==> src/rtl/mouse_proximity_scheduler_pkg.sv <==
// ============================================================================
// mouse_proximity_scheduler_pkg : fixed-point constants and scheduler FSM states
// Rev 1.0
// ============================================================================
`default_nettype none

package mouse_proximity_scheduler_pkg;

  localparam int unsigned c_frac_bits    = 12;
  localparam int unsigned c_close_radius = 20;

  typedef enum logic [1:0] {
    IDLE   = 2'd0,
    RUN    = 2'd1,
    FINISH = 2'd2
  } state_t;

endpackage

`default_nettype wire

==> src/rtl/mouse_proximity_scheduler_proximity_test.sv <==
// ============================================================================
// proximity_test : combinational closeness / horizontal-direction test of one point
// Rev 1.0
// ============================================================================
`default_nettype none

module proximity_test
  import mouse_proximity_scheduler_pkg::*;
#(
  parameter int unsigned FRAC_BITS    = c_frac_bits,
  parameter int unsigned CLOSE_RADIUS = c_close_radius
) (
  input  logic [31:0] i_ref_x,
  input  logic [31:0] i_ref_y,
  input  logic [31:0] i_pt_x,
  input  logic [31:0] i_pt_y,
  input  logic        i_active,
  output logic        o_close,
  output logic        o_dir
);

  logic [31:0] w_dx;
  logic [31:0] w_dy;
  logic [31:0] w_adx;
  logic [31:0] w_ady;

  assign w_dx = i_pt_x - i_ref_x;
  assign w_dy = i_ref_y - i_pt_y;

  // 0x80000000 negates to itself and then fails the unsigned compare
  assign w_adx = w_dx[31] ? (32'd0 - w_dx) : w_dx;
  assign w_ady = w_dy[31] ? (32'd0 - w_dy) : w_dy;

  assign o_close = i_active
                 && ((w_adx >> FRAC_BITS) < CLOSE_RADIUS)
                 && ((w_ady >> FRAC_BITS) < CLOSE_RADIUS);
  assign o_dir   = w_dx[31];

endmodule

`default_nettype wire

==> src/rtl/mouse_proximity_scheduler.sv <==
// ============================================================================
// mouse_proximity_scheduler : per-frame scan of the object table against the mouse
// Rev 1.0
// ============================================================================
`default_nettype none

module mouse_proximity_scheduler
  import mouse_proximity_scheduler_pkg::*;
#(
  parameter int unsigned NUM_OBJECTS  = 8,
  parameter int unsigned CLOSE_RADIUS = c_close_radius,
  parameter int unsigned FRAC_BITS    = c_frac_bits,
  parameter int unsigned IDX_W        = $clog2(NUM_OBJECTS)
) (
  input  logic                               clk,
  input  logic                               rst,
  input  logic                               i_start,
  input  logic [31:0]                        i_x_mouse,
  input  logic [31:0]                        i_y_mouse,
  output logic [IDX_W-1:0]                   o_obj_idx,
  input  logic [31:0]                        i_obj_x,
  input  logic [31:0]                        i_obj_y,
  input  logic                               i_obj_active,
  output logic                               o_busy,
  output logic                               o_done,
  output logic [NUM_OBJECTS-1:0]             o_close_mask,
  output logic [NUM_OBJECTS-1:0]             o_dir_mask,
  output logic [$clog2(NUM_OBJECTS+1)-1:0]   o_close_count,
  output logic                               o_any_close
);

  localparam int unsigned CNT_W = $clog2(NUM_OBJECTS + 1);
  localparam logic [IDX_W-1:0] c_last_idx = IDX_W'(NUM_OBJECTS - 1);

  state_t                 r_state;
  logic [31:0]            r_x_l;
  logic [31:0]            r_y_l;
  logic [IDX_W-1:0]       r_obj_idx;
  logic                   r_iss_vld;
  logic                   r_cap_vld;
  logic [IDX_W-1:0]       r_cap_idx;
  logic [NUM_OBJECTS-1:0] r_close_w;
  logic [NUM_OBJECTS-1:0] r_dir_w;
  logic                   r_busy;
  logic                   r_done;
  logic [NUM_OBJECTS-1:0] r_close_mask;
  logic [NUM_OBJECTS-1:0] r_dir_mask;
  logic [CNT_W-1:0]       r_close_count;
  logic                   r_any_close;

  logic                   w_close;
  logic                   w_dir;
  logic [NUM_OBJECTS-1:0] w_close_nxt;
  logic [NUM_OBJECTS-1:0] w_dir_nxt;
  logic [CNT_W-1:0]       w_count;

  proximity_test #(
    .FRAC_BITS    (FRAC_BITS),
    .CLOSE_RADIUS (CLOSE_RADIUS)
  ) u_proximity_test (
    .i_ref_x  (r_x_l),
    .i_ref_y  (r_y_l),
    .i_pt_x   (i_obj_x),
    .i_pt_y   (i_obj_y),
    .i_active (i_obj_active),
    .o_close  (w_close),
    .o_dir    (w_dir)
  );

  // Working masks with the object returned this cycle merged in, so the
  // last capture can go straight to the result registers.
  always_comb begin
    w_close_nxt            = r_close_w;
    w_dir_nxt              = r_dir_w;
    w_close_nxt[r_cap_idx] = w_close;
    w_dir_nxt[r_cap_idx]   = w_dir;
  end

  always_comb begin
    w_count = '0;
    for (int i = 0; i < int'(NUM_OBJECTS); i++) begin
      w_count = w_count + CNT_W'(w_close_nxt[i]);
    end
  end

  always_ff @(posedge clk) begin
    if (rst) begin
      r_state       <= IDLE;
      r_x_l         <= '0;
      r_y_l         <= '0;
      r_obj_idx     <= '0;
      r_iss_vld     <= 1'b0;
      r_cap_vld     <= 1'b0;
      r_cap_idx     <= '0;
      r_close_w     <= '0;
      r_dir_w       <= '0;
      r_busy        <= 1'b0;
      r_done        <= 1'b0;
      r_close_mask  <= '0;
      r_dir_mask    <= '0;
      r_close_count <= '0;
      r_any_close   <= 1'b0;
    end else begin
      r_done <= 1'b0;
      case (r_state)
        IDLE: begin
          if (i_start) begin
            r_x_l     <= i_x_mouse;
            r_y_l     <= i_y_mouse;
            r_close_w <= '0;
            r_dir_w   <= '0;
            r_obj_idx <= '0;
            r_iss_vld <= 1'b1;
            r_cap_vld <= 1'b0;
            r_busy    <= 1'b1;
            r_state   <= RUN;
          end
        end
        RUN: begin
          r_cap_vld <= r_iss_vld;
          r_cap_idx <= r_obj_idx;
          if (r_iss_vld) begin
            if (r_obj_idx == c_last_idx) begin
              r_iss_vld <= 1'b0;
            end else begin
              r_obj_idx <= r_obj_idx + 1'b1;
            end
          end
          if (r_cap_vld) begin
            r_close_w <= w_close_nxt;
            r_dir_w   <= w_dir_nxt;
            if (r_cap_idx == c_last_idx) begin
              r_close_mask  <= w_close_nxt;
              r_dir_mask    <= w_dir_nxt;
              r_close_count <= w_count;
              r_any_close   <= |w_close_nxt;
              r_done        <= 1'b1;
              r_busy        <= 1'b0;
              r_state       <= FINISH;
            end
          end
        end
        FINISH: begin
          r_state <= IDLE;
        end
        default: begin
          r_state <= IDLE;
          r_busy  <= 1'b0;
        end
      endcase
    end
  end

  assign o_obj_idx     = r_obj_idx;
  assign o_busy        = r_busy;
  assign o_done        = r_done;
  assign o_close_mask  = r_close_mask;
  assign o_dir_mask    = r_dir_mask;
  assign o_close_count = r_close_count;
  assign o_any_close   = r_any_close;

endmodule

`default_nettype wire

==> config.mk <==
export PLATFORM = sky130hd
export DESIGN_NAME = mouse_proximity_scheduler
export DESIGN_NICKNAME = d
export VERILOG_FILES = /design/src/rtl/mouse_proximity_scheduler_pkg.sv /design/src/rtl/mouse_proximity_scheduler_proximity_test.sv /design/src/rtl/mouse_proximity_scheduler.sv
export SDC_FILE = /design/constraint.sdc
export NUM_CORES = 1
export LEC_CHECK = 0
export CAP_MARGIN = 30
export CORE_MARGIN = 8
export CORE_UTILIZATION = 50
export CTS_CLUSTER_DIAMETER = 60
export DETAILED_ROUTE_END_ITERATION = 12
export PLACE_DENSITY = 0.78
export SLEW_MARGIN = 0
export SYNTH_ARGS = -nofsm -noshare
export SYNTH_HDL_FRONTEND = slang
export SYNTH_HIERARCHICAL = 1
export SYNTH_SLANG_ARGS = --single-unit
==> constraint.sdc <==
create_clock -name clk -period 7.7 [get_ports clk]
set_input_delay 0.77 -clock clk [delete_from_list [all_inputs] [get_ports clk]]
set_output_delay 0.77 -clock clk [all_outputs]
set_load 0.05 [all_outputs]
# Yosys cells after proc, flatten, opt, wreduce, memory -nomap -nowiden
# Index checks and enable logic that the tools add are counted.
dict set report op_classes {
  eq_ne 9
  n_mux 29
  n_addsub 12
  n_lt_le_gt_ge 4
  reduce_logical 14
  bitwise_logic 3
}
# op count
set op_table {}
lappend op_table {{$mux 32} 2}
lappend op_table {{$sub 1x32->32 const A} 2}
lappend op_table {{$sub 32x32->32} 2}
lappend op_table {{$lt 20x5->1 const B} 2}
lappend op_table {{$pmux 8 s2} 2}
lappend op_table {{$mux 8} 3}
lappend op_table {{$add 4x1->4} 4}
lappend op_table {{$bwmux 8} 2}
lappend op_table {{$ne 2x2->1 const B} 5}
lappend op_table {{$mux 3} 3}
lappend op_table {{$reduce_and 3->1} 3}
lappend op_table {{$mux 1} 8}
lappend op_table {{$reduce_and 4->1} 2}
lappend op_table {{$reduce_or 8->1} 1}
lappend op_table {{$eq 3x3->1 const B} 2}
lappend op_table {{$mux 2} 3}
lappend op_table {{$pmux 3 s2} 1}
lappend op_table {{$add 3x1->4} 1}
lappend op_table {{$lt 3x4->1 const B} 1}
lappend op_table {{$pmux 1 s2} 2}
lappend op_table {{$pmux 2 s2} 1}
lappend op_table {{$reduce_and 2->1} 2}
lappend op_table {{$add 2x1->3} 1}
lappend op_table {{$add 3x1->3 const B} 1}
lappend op_table {{11 further kinds} 15}
dict set report word_totals {
  input_bits 132
  ff_bits 113
  elab_cells 86
}

# Logic depth before layout (Yosys ltp)
# Gate-level depths: netlist (run 1).
dict set report logic_depth {
  ltp_word 14
  ltp_mapped 28
}

# Modules after synthesis
# Netlist (run 1), hierarchy kept.
# module cells_each area_each_um2 n_inst seq_area_each_um2
set by_module_without_submodules {}
lappend by_module_without_submodules {proximity_test 752 4991.0 1 0.0}
lappend by_module_without_submodules {mouse_proximity_scheduler 523 4473.0 1 2242.2}

# Least setup slack after synthesis (run 1)
# Ideal clock, no wire load.
dict set report synth_timing {
  kind {input port to flip-flop}
  from {input port i_obj_x[0]}
  to {register r_close_count[2] (netlist: o_close_count[2])}
  path_stages 28
  required_time_ps 7630
  path_slack_ps 567
  t_arrival_ps 7062
  path_cell_list {inv_1 ha_1 inv_1 fa_1 a211oi_2 o211ai_1 nand2_1 o22ai_1 or4b_1 and4bb_4 mux2i_1 o22ai_1 or4b_1 a2111oi_1 o2111ai_1 nor4_2 clkbuf_1 mux2i_1 fa_1 fa_1 fa_1 inv_1 ha_1 inv_1 fa_1 xnor2_1 nand2_1 a21oi_1}
}
dict set report synth_via {
  elab_chain_len 14
}
# element line
set synth_lines {}
lappend synth_lines {{start, declared} mouse_proximity_scheduler.sv:21} ;# input logic [31:0] i_obj_x,
lappend synth_lines {{$sub 32x32->32 (*)} mouse_proximity_scheduler_proximity_test.sv:27} ;# assign w_dx = i_pt_x - i_ref_x;
lappend synth_lines {{$sub 1x32->32} mouse_proximity_scheduler_proximity_test.sv:31} ;# assign w_adx = w_dx[31] ? (32'd0 - w_dx) : w_dx;
lappend synth_lines {{$mux 32 (*)} mouse_proximity_scheduler_proximity_test.sv:31}
lappend synth_lines {{$lt 20x5->1 (*)} mouse_proximity_scheduler_proximity_test.sv:35} ;# && ((w_adx >> FRAC_BITS) < CLOSE_RADIUS)
lappend synth_lines {{$logic_and 1x1->1 (*)} mouse_proximity_scheduler_proximity_test.sv:35}
lappend synth_lines {{$logic_and 1x1->1 (*)} mouse_proximity_scheduler_proximity_test.sv:36} ;# && ((w_ady >> FRAC_BITS) < CLOSE_RADIUS);
lappend synth_lines {{via w_close} mouse_proximity_scheduler.sv:51} ;# logic w_close;
lappend synth_lines {{$bwmux 8 (*)} mouse_proximity_scheduler.sv:75} ;# w_close_nxt[r_cap_idx] = w_close;
lappend synth_lines {{$add 1x1->2} mouse_proximity_scheduler.sv:82} ;# w_count = w_count + CNT_W'(w_close_nxt[i]);
lappend synth_lines {{$add 2x1->3} mouse_proximity_scheduler.sv:82}
lappend synth_lines {{$add 3x1->4} mouse_proximity_scheduler.sv:82}
lappend synth_lines {{$add 4x1->4 (3 in series)} mouse_proximity_scheduler.sv:82}
lappend synth_lines {{$add 4x1->4 (*)} mouse_proximity_scheduler.sv:82}
lappend synth_lines {{end signal, assigned} mouse_proximity_scheduler.sv:135} ;# r_close_count <= w_count;
lappend synth_lines {{end, declared} mouse_proximity_scheduler.sv:48} ;# logic [CNT_W-1:0] r_close_count;
# Mark *: on every way through the listed nets, which the timed path passes. The rest lies on a longest branch.
# A chain may end at the register's enable or synchronous reset.

# Worst setup path in the final report (run 1)
# Same ends and word-level chain as after synthesis.

==> results.txt, run 1 <==
TritonCTS clock tree = built
CTS buffer count = 9
Leak Pwr = 4.525 nW
Distinct cells, synth = 100
Synth top cells by count = nand2_1, a21oi_1, dfxtp_1, inv_1, nor2_1
Port Buf Inserts = 157
Combinational Power Share = 35.7%
I/O pin total = 158
Yosys top cell area share = 23.69%
Post-route DRC = 0
Min Tclk post-route = 7.325 ns
RR Startpoint = r_x_l[0]$_SDFFE_PP0P_
Die area = 23590 um^2
Internal = 0.001103 W
Post-route core utilization = 61.53%
Switch Pwr = 0.0006392 W
Initial antenna violation count = 0
Worst R2R Setup Slack = 0.89 ns
Most numerous cell on the critical path = fa_1
Kind of critical path = input port to flop
Pwr/cell area = 151.9 nW/um^2
Global placement routability congestion = 0.9239
Pre-antenna DRT Iters = 5
Synth area leaders = dfxtp_1, nand2_1, ha_1
Final period utilization = 95.13%
Clk_skew = 0.01360 ns
Clock sinks = 112
Final ANT Viol Nets = 0
Drt total wl = 26220 um
Fmax = 136.5 MHz
Worst VDD drop = 0.1004 mV
Total of max-cap violations = 0
Layout net count = 1612
Slew Viols, Final = 0
Post-synth top area cell = dfxtp_1
Worst Hold Class = flop to flop
Ys Warns = 6
Final Hold Vio Count = 0
Synth Instances = 1275
Number of H-tree levels = 3
Starting Density = 50.77%
Worst hold path cell count = 2
Total negative slack = 0 ns
Net Sw Frac = 36.70%
Sequential share of power = 35.3%
Worst reg2reg path depth = 28
Root buffer selected by CTS = clkbuf_16
Cell area after synthesis = 9464 um^2
Outcome = completed
Data required time of the worst path = 7.99 ns
Mean routed wirelength per cell = 15.94 um
Hold path endpoint = o_dir_mask[6]$_SDFFE_PP0P_
Reg area = 2242 um^2
Post-Syn Nets = 1481
Vias per Instance = 5.714
Synth Register Bits = 112
Total global routing overflow = 0
Critical R2R Capture = o_close_count[2]$_SDFFE_PP0P_
Die width = 153.6 um
Slew Limit Headroom = 37.80%
Fillcell total = 1755
Synth Area per Inst = 7.423 um^2
Most common cell in the netlist = nand2_1
Worst Setup Start Kind = input port
Crit path largest cell delay = 0.59 ns
CP endpoint kind = flop
Row count = 50
Hold buffer count at CTS = 0
Worst skew pair latency = 0.37 ns
Core region area = 18640 um^2
Layout area overhead = 21.21%
Vias = 9400
Clk pin slew, worst setup/hold paths = 0.09 ns
Main synth FF type = dfxtp_1
Worst Tran Pin Value = 0.9296 ns
Seq/Total Area, Yosys = 23.69%
Clock power share = 29.1%
EDFF count, synth = 0
Clock Path Buffers = 2
Die Y-Extent = 153.6 um
Hold Path Origin = r_dir_w[6]$_SDFFE_PP0P_
Pin count of the biggest net entering global routing = 84
Post-DP HPWL = 20340 um
Initial drt markers = 580
FFs w/ async S/R, synth = 0%
Worst-path fanout max = 8
CP max-delay cell = fa_1
# setup viols final = 0
First-pass GRT wire length = 43950 um
Number of antenna diodes = 0
RSZ-0062 raised after global routing = no
Layout cells sized above 1 = 7.583%
Global-route usage over all layers = 21.83%
Crit path DAT = 7.62 ns
Vias in the first global route = 9271
Area of the multi-input gates = 6511 um^2
==> power by group through the flow <==
stage	combinational, W	clock (W)	sequential, W
global placement	0.000601	0	0.000627
global route	0.000689	0.000537	0.000618
CTS	0.000614	0.000515	0.000615
detailed placement	0.000610	0	0.000628
floorplan	0.000434	0	0.000626
finish	0.000621	0.000506	0.000614
==> worst max path at each step <==
stage	slack, ns	end	startpoint	cells past startpoint
2_1_floorplan	0.57	o_close_count[2]$_SDFFE_PP0P_	i_obj_x[0]	28
3_3_place_gp	0.09	o_close_count[2]$_SDFFE_PP0P_	i_obj_x[0]	29
3_5_place_dp	-0.05	o_close_count[2]$_SDFFE_PP0P_	i_obj_x[0]	29
4_1_cts	0.29	o_close_count[2]$_SDFFE_PP0P_	i_obj_x[0]	29
5_1_grt	0.005	o_close_count[2]$_SDFFE_PP0P_	i_obj_x[0]	30
6_report	0.37	o_close_count[2]$_SDFFE_PP0P_	i_obj_x[0]	30
==> through the flow <==
step | std cells | power [W] | worst slack, ns | cell area, um^2 | hold slack [ns]
CTS | 1644 | 0.001744 | 0.2919 | 11450 | 0.4575
detailed placement | 1628 | 0.001238 | -0.05454 | 11140 | 0.4446
finish | 1645 | 0.001742 | 0.3750 | 11470 | 0.4555
global placement | 1628 | 0.001228 | 0.09332 | 11140 | 0.4414
floorplan | 1275 | 0.001061 | 0.5672 | 9464 | 0.4284
global route | 1645 | 0.001843 | 0.004833 | 11470 | 0.4742
==> per-layer routing <==
layer  track usage, %  routed length, um  vias up
li1                 -                  -     4783
met1            27.74              12430     4376
met2            37.15              12260      214
met3            3.672               1135       27
met4            6.626                402        0
met5                0                  0        -
==> state kept, by name, summed over array words and instances, names as in the netlist, 2 cells and up <==
name           cells
r_y_l             32
r_dir_w            7
r_cap_idx          3
o_obj_idx          3
o_dir_mask         8
o_close_mask       8
o_close_count      4
r_state            2
r_x_l             32
r_close_w          8
==> logic make-up (layout without fill, tap and decap cells) <==
logic type | count (synthesis) | after routing | synth area share [%]
fa+ha+maj | 74 | 74 | 10.26
compound gates | 390 | 390 | 26.81
xor+xnor | 46 | 46 | 4.257
mux | 24 | 24 | 2.789
flops | 112 | 112 | 23.69
buf+inv | 156 | 292 | 7.668
simple gates | 473 | 473 | 24.52
==> area by class of cell <==
type | count | share of cell area [%]
clock buffers | 9 | 1.963
clock inverters | 7 | 0.7853
inverters | 94 | 3.076
multi-input cells | 1007 | 56.76
flip-flops and latches | 112 | 19.55
well taps | 234 | 2.552
repair buffers | 182 | 15.31
==> worst max-delay path: cells and delay by family <==
kind	cells	cell delay, ns
compound gates	6	1.07
buf+inv	7	0.96
fa+ha+maj	7	2.55
xor+xnor	1	0.15
simple gates	8	2.00
mux	1	0.12
==> what timing repair did <==
item / 4_1_cts / 5_1_grt
gates resized for setup: 0 / 3
endpoints found under the setup margin: 0 / 2
buffers inserted: 0 / 1
==> cells in the final DEF (no fill, tap or decap), drive strengths merged, types with 20 or more instances in the layout <==
cell type	instances
xor2	21
o21ai	57
nor3	28
clkdlybuf4s50	156
nand2	230
inv	98
a211oi	22
xnor2	25
nand3	20
buf	26
nor2	83
dfxtp	112
a21oi	178
ha	68
No activity file was read; power rests on OpenSTA's default activity.
==> run 2: changes to the inputs <==
- CTS_CLUSTER_DIAMETER: 60 -> default
==> results of run 2 <==
The final DEF is identical to that of run 1; final timing and power are the same.
==> run 3: changes to the inputs <==
- MAX_ROUTING_LAYER: default -> met4
- SLEW_MARGIN: 0 -> default
==> results.txt, run 3 (synthesis results as in run 1) <==
Global-route usage over all layers = 22.54%
Worst Tran Pin Value = 0.9549 ns
RSZ-0062 raised after global routing = no
# setup viols final = 0
Total global routing overflow = 0
CP endpoint kind = flop
Outcome = completed
Data required time of the worst path = 8.00 ns
TritonCTS clock tree = built
Layout cells sized above 1 = 7.381%
Sequential share of power = 35.5%
Final period utilization = 94.96%
Mean routed wirelength per cell = 15.86 um
Worst Hold Class = flop to flop
Hold WS = 0.4569 ns
Fmax = 136.8 MHz
Buf/Inv on CP = 6
Global placement routability congestion = 0.9478
Clock power share = 28.9%
Core region area = 18640 um^2
Switch Pwr = 0.0006295 W
Clk_skew = 0.01504 ns
Total of max-cap violations = 0
Worst-path fanout max = 4
Worst Setup Start Kind = input port
Starting Density = 50.77%
Hold buffer count at CTS = 0
Pin count of the biggest net entering global routing = 83
Leak Pwr = 4.519 nW
Layout net count = 1610
Largest registers = r_x_l (32), r_y_l (32)
Most frequent cells in the layout = nand2_1, a21oi_1, clkdlybuf4s50_1, dfxtp_1, inv_1
Worst skew pair latency = 0.37 ns
Die Y-Extent = 153.6 um
Most numerous cell on the critical path = fa_1
Post-DP HPWL = 20240 um
Number of antenna diodes = 0
Port Buf Inserts = 157
Slew Viols, Final = 0
Net Sw Frac = 36.32%
Vias in the first global route = 9310
Min Tclk post-route = 7.312 ns
Pre-antenna DRT Iters = 6
Vias per Instance = 5.694
Final ANT Viol Nets = 0
Row count = 50
Drt total wl = 26060 um
Root buffer selected by CTS = clkbuf_16
Crit path largest cell delay = 0.59 ns
Most common cell after layout, fill and taps aside = nand2_1
Kind of critical path = input port to flop
Initial antenna violation count = 0
Internal = 0.001104 W
Combinational Power Share = 35.6%
Post-route DRC = 0
Die width = 153.6 um
I/O pin total = 158
Clock sinks = 112
Crit path DAT = 7.61 ns
Final Hold Vio Count = 0
First-pass GRT wire length = 43940 um
Worst VDD drop = 0.1102 mV
Final Worst Setup Slack = 0.3883 ns
Die area = 23590 um^2
CTS buffer count = 9
Layout area overhead = 21.06%
Number of H-tree levels = 3
Initial drt markers = 636
Clk pin slew, worst setup/hold paths = 0.09 ns
Pwr/cell area = 151.3 nW/um^2
Crit-path leading delay family = adder cells
CP max-delay cell = fa_1
Slew Limit Headroom = 36.11%
Pre-CTS WS = -0.1105 ns
Clock Path Buffers = 2
Vias = 9355
## run 3: area by class of cell
class                      instances  area, um^2
clock buffer                       9       225.2
timing repair buffer             180        1742
clock inverter                     7       93.84
sequential                       112        2242
fill                            1714        7186
inverter                          94       352.8
multi-input combinational       1007        6509
tap                              234       292.8
## run 3: worst register-to-register path, stage by stage (launching register included)
cell and delay (ns):
dfxtp_1 0.34, inv_1 0.05, ha_1 0.23, fa_1 0.41
nand2b_1 0.21, a21oi_1 0.19, xor2_1 0.09, nor4_1 0.30
o2111ai_1 0.29, nor4b_4 0.38, nand3b_2 0.15, or2_1 0.27
a211o_1 0.30, a2111oi_2 0.36, o2111ai_1 0.18, nor4_2 0.17
buf_4 0.19, mux2i_1 0.12, fa_1 0.59, fa_1 0.43
fa_1 0.44, inv_1 0.07, ha_1 0.16, inv_1 0.06
fa_1 0.37, xnor2_1 0.15, nand2_1 0.07, a21oi_1 0.17
## run 3: what timing repair did
item / 4_1_cts / 5_1_grt
resized for setup: 0 / 2
buffers inserted: 0 / 1
setup endpoints to repair: 0 / 2
## run 3: per-layer routing
layer	global-route usage, %	vias up	part of all wire [%]
li1	-	4776	-
met1	28.05	4319	46
met2	37.23	229	47
met3	3.952	31	4.8
met4	5.833	0	1.4
met5	-	-	0
## run 3: through the flow
stage	cell area, um^2	total power, W	setup TNS, ns	std cells	util, %
floorplan	9464	0.001061	0	1275	-
global placement	11120	0.001228	0	1626	59.67
detailed placement	11120	0.001235	-0.1723	1626	59.67
CTS	11440	0.001741	0	1642	61.38
global route	11460	0.001841	0	1643	61.46
finish	11460	0.001733	0	1643	61.46
## run 3: worst paths after layout
kind | start | to | slack, ns | cells after the start
min | r_x_l[20]$_SDFFE_PP0P_ | r_x_l[20]$_SDFFE_PP0P_ | 0.46 | 2
max reg2reg | r_y_l[0]$_SDFFE_PP0P_ | o_close_count[2]$_SDFFE_PP0P_ | 0.90 | 27
max | i_obj_x[0] | o_close_count[2]$_SDFFE_PP0P_ | 0.39 | 29
min reg2reg | r_x_l[20]$_SDFFE_PP0P_ | r_x_l[20]$_SDFFE_PP0P_ | 0.46 | 2
## run 3: power by group through the flow
stage	registers (W)	clock network (W)	logic [W]
after global routing	0.000618	0.000540	0.000684
after detailed placement	0.000628	0	0.000607
after floorplan	0.000626	0	0.000434
after CTS	0.000615	0.000515	0.000611
final	0.000615	0.000501	0.000617
after global placement	0.000627	0	0.000601
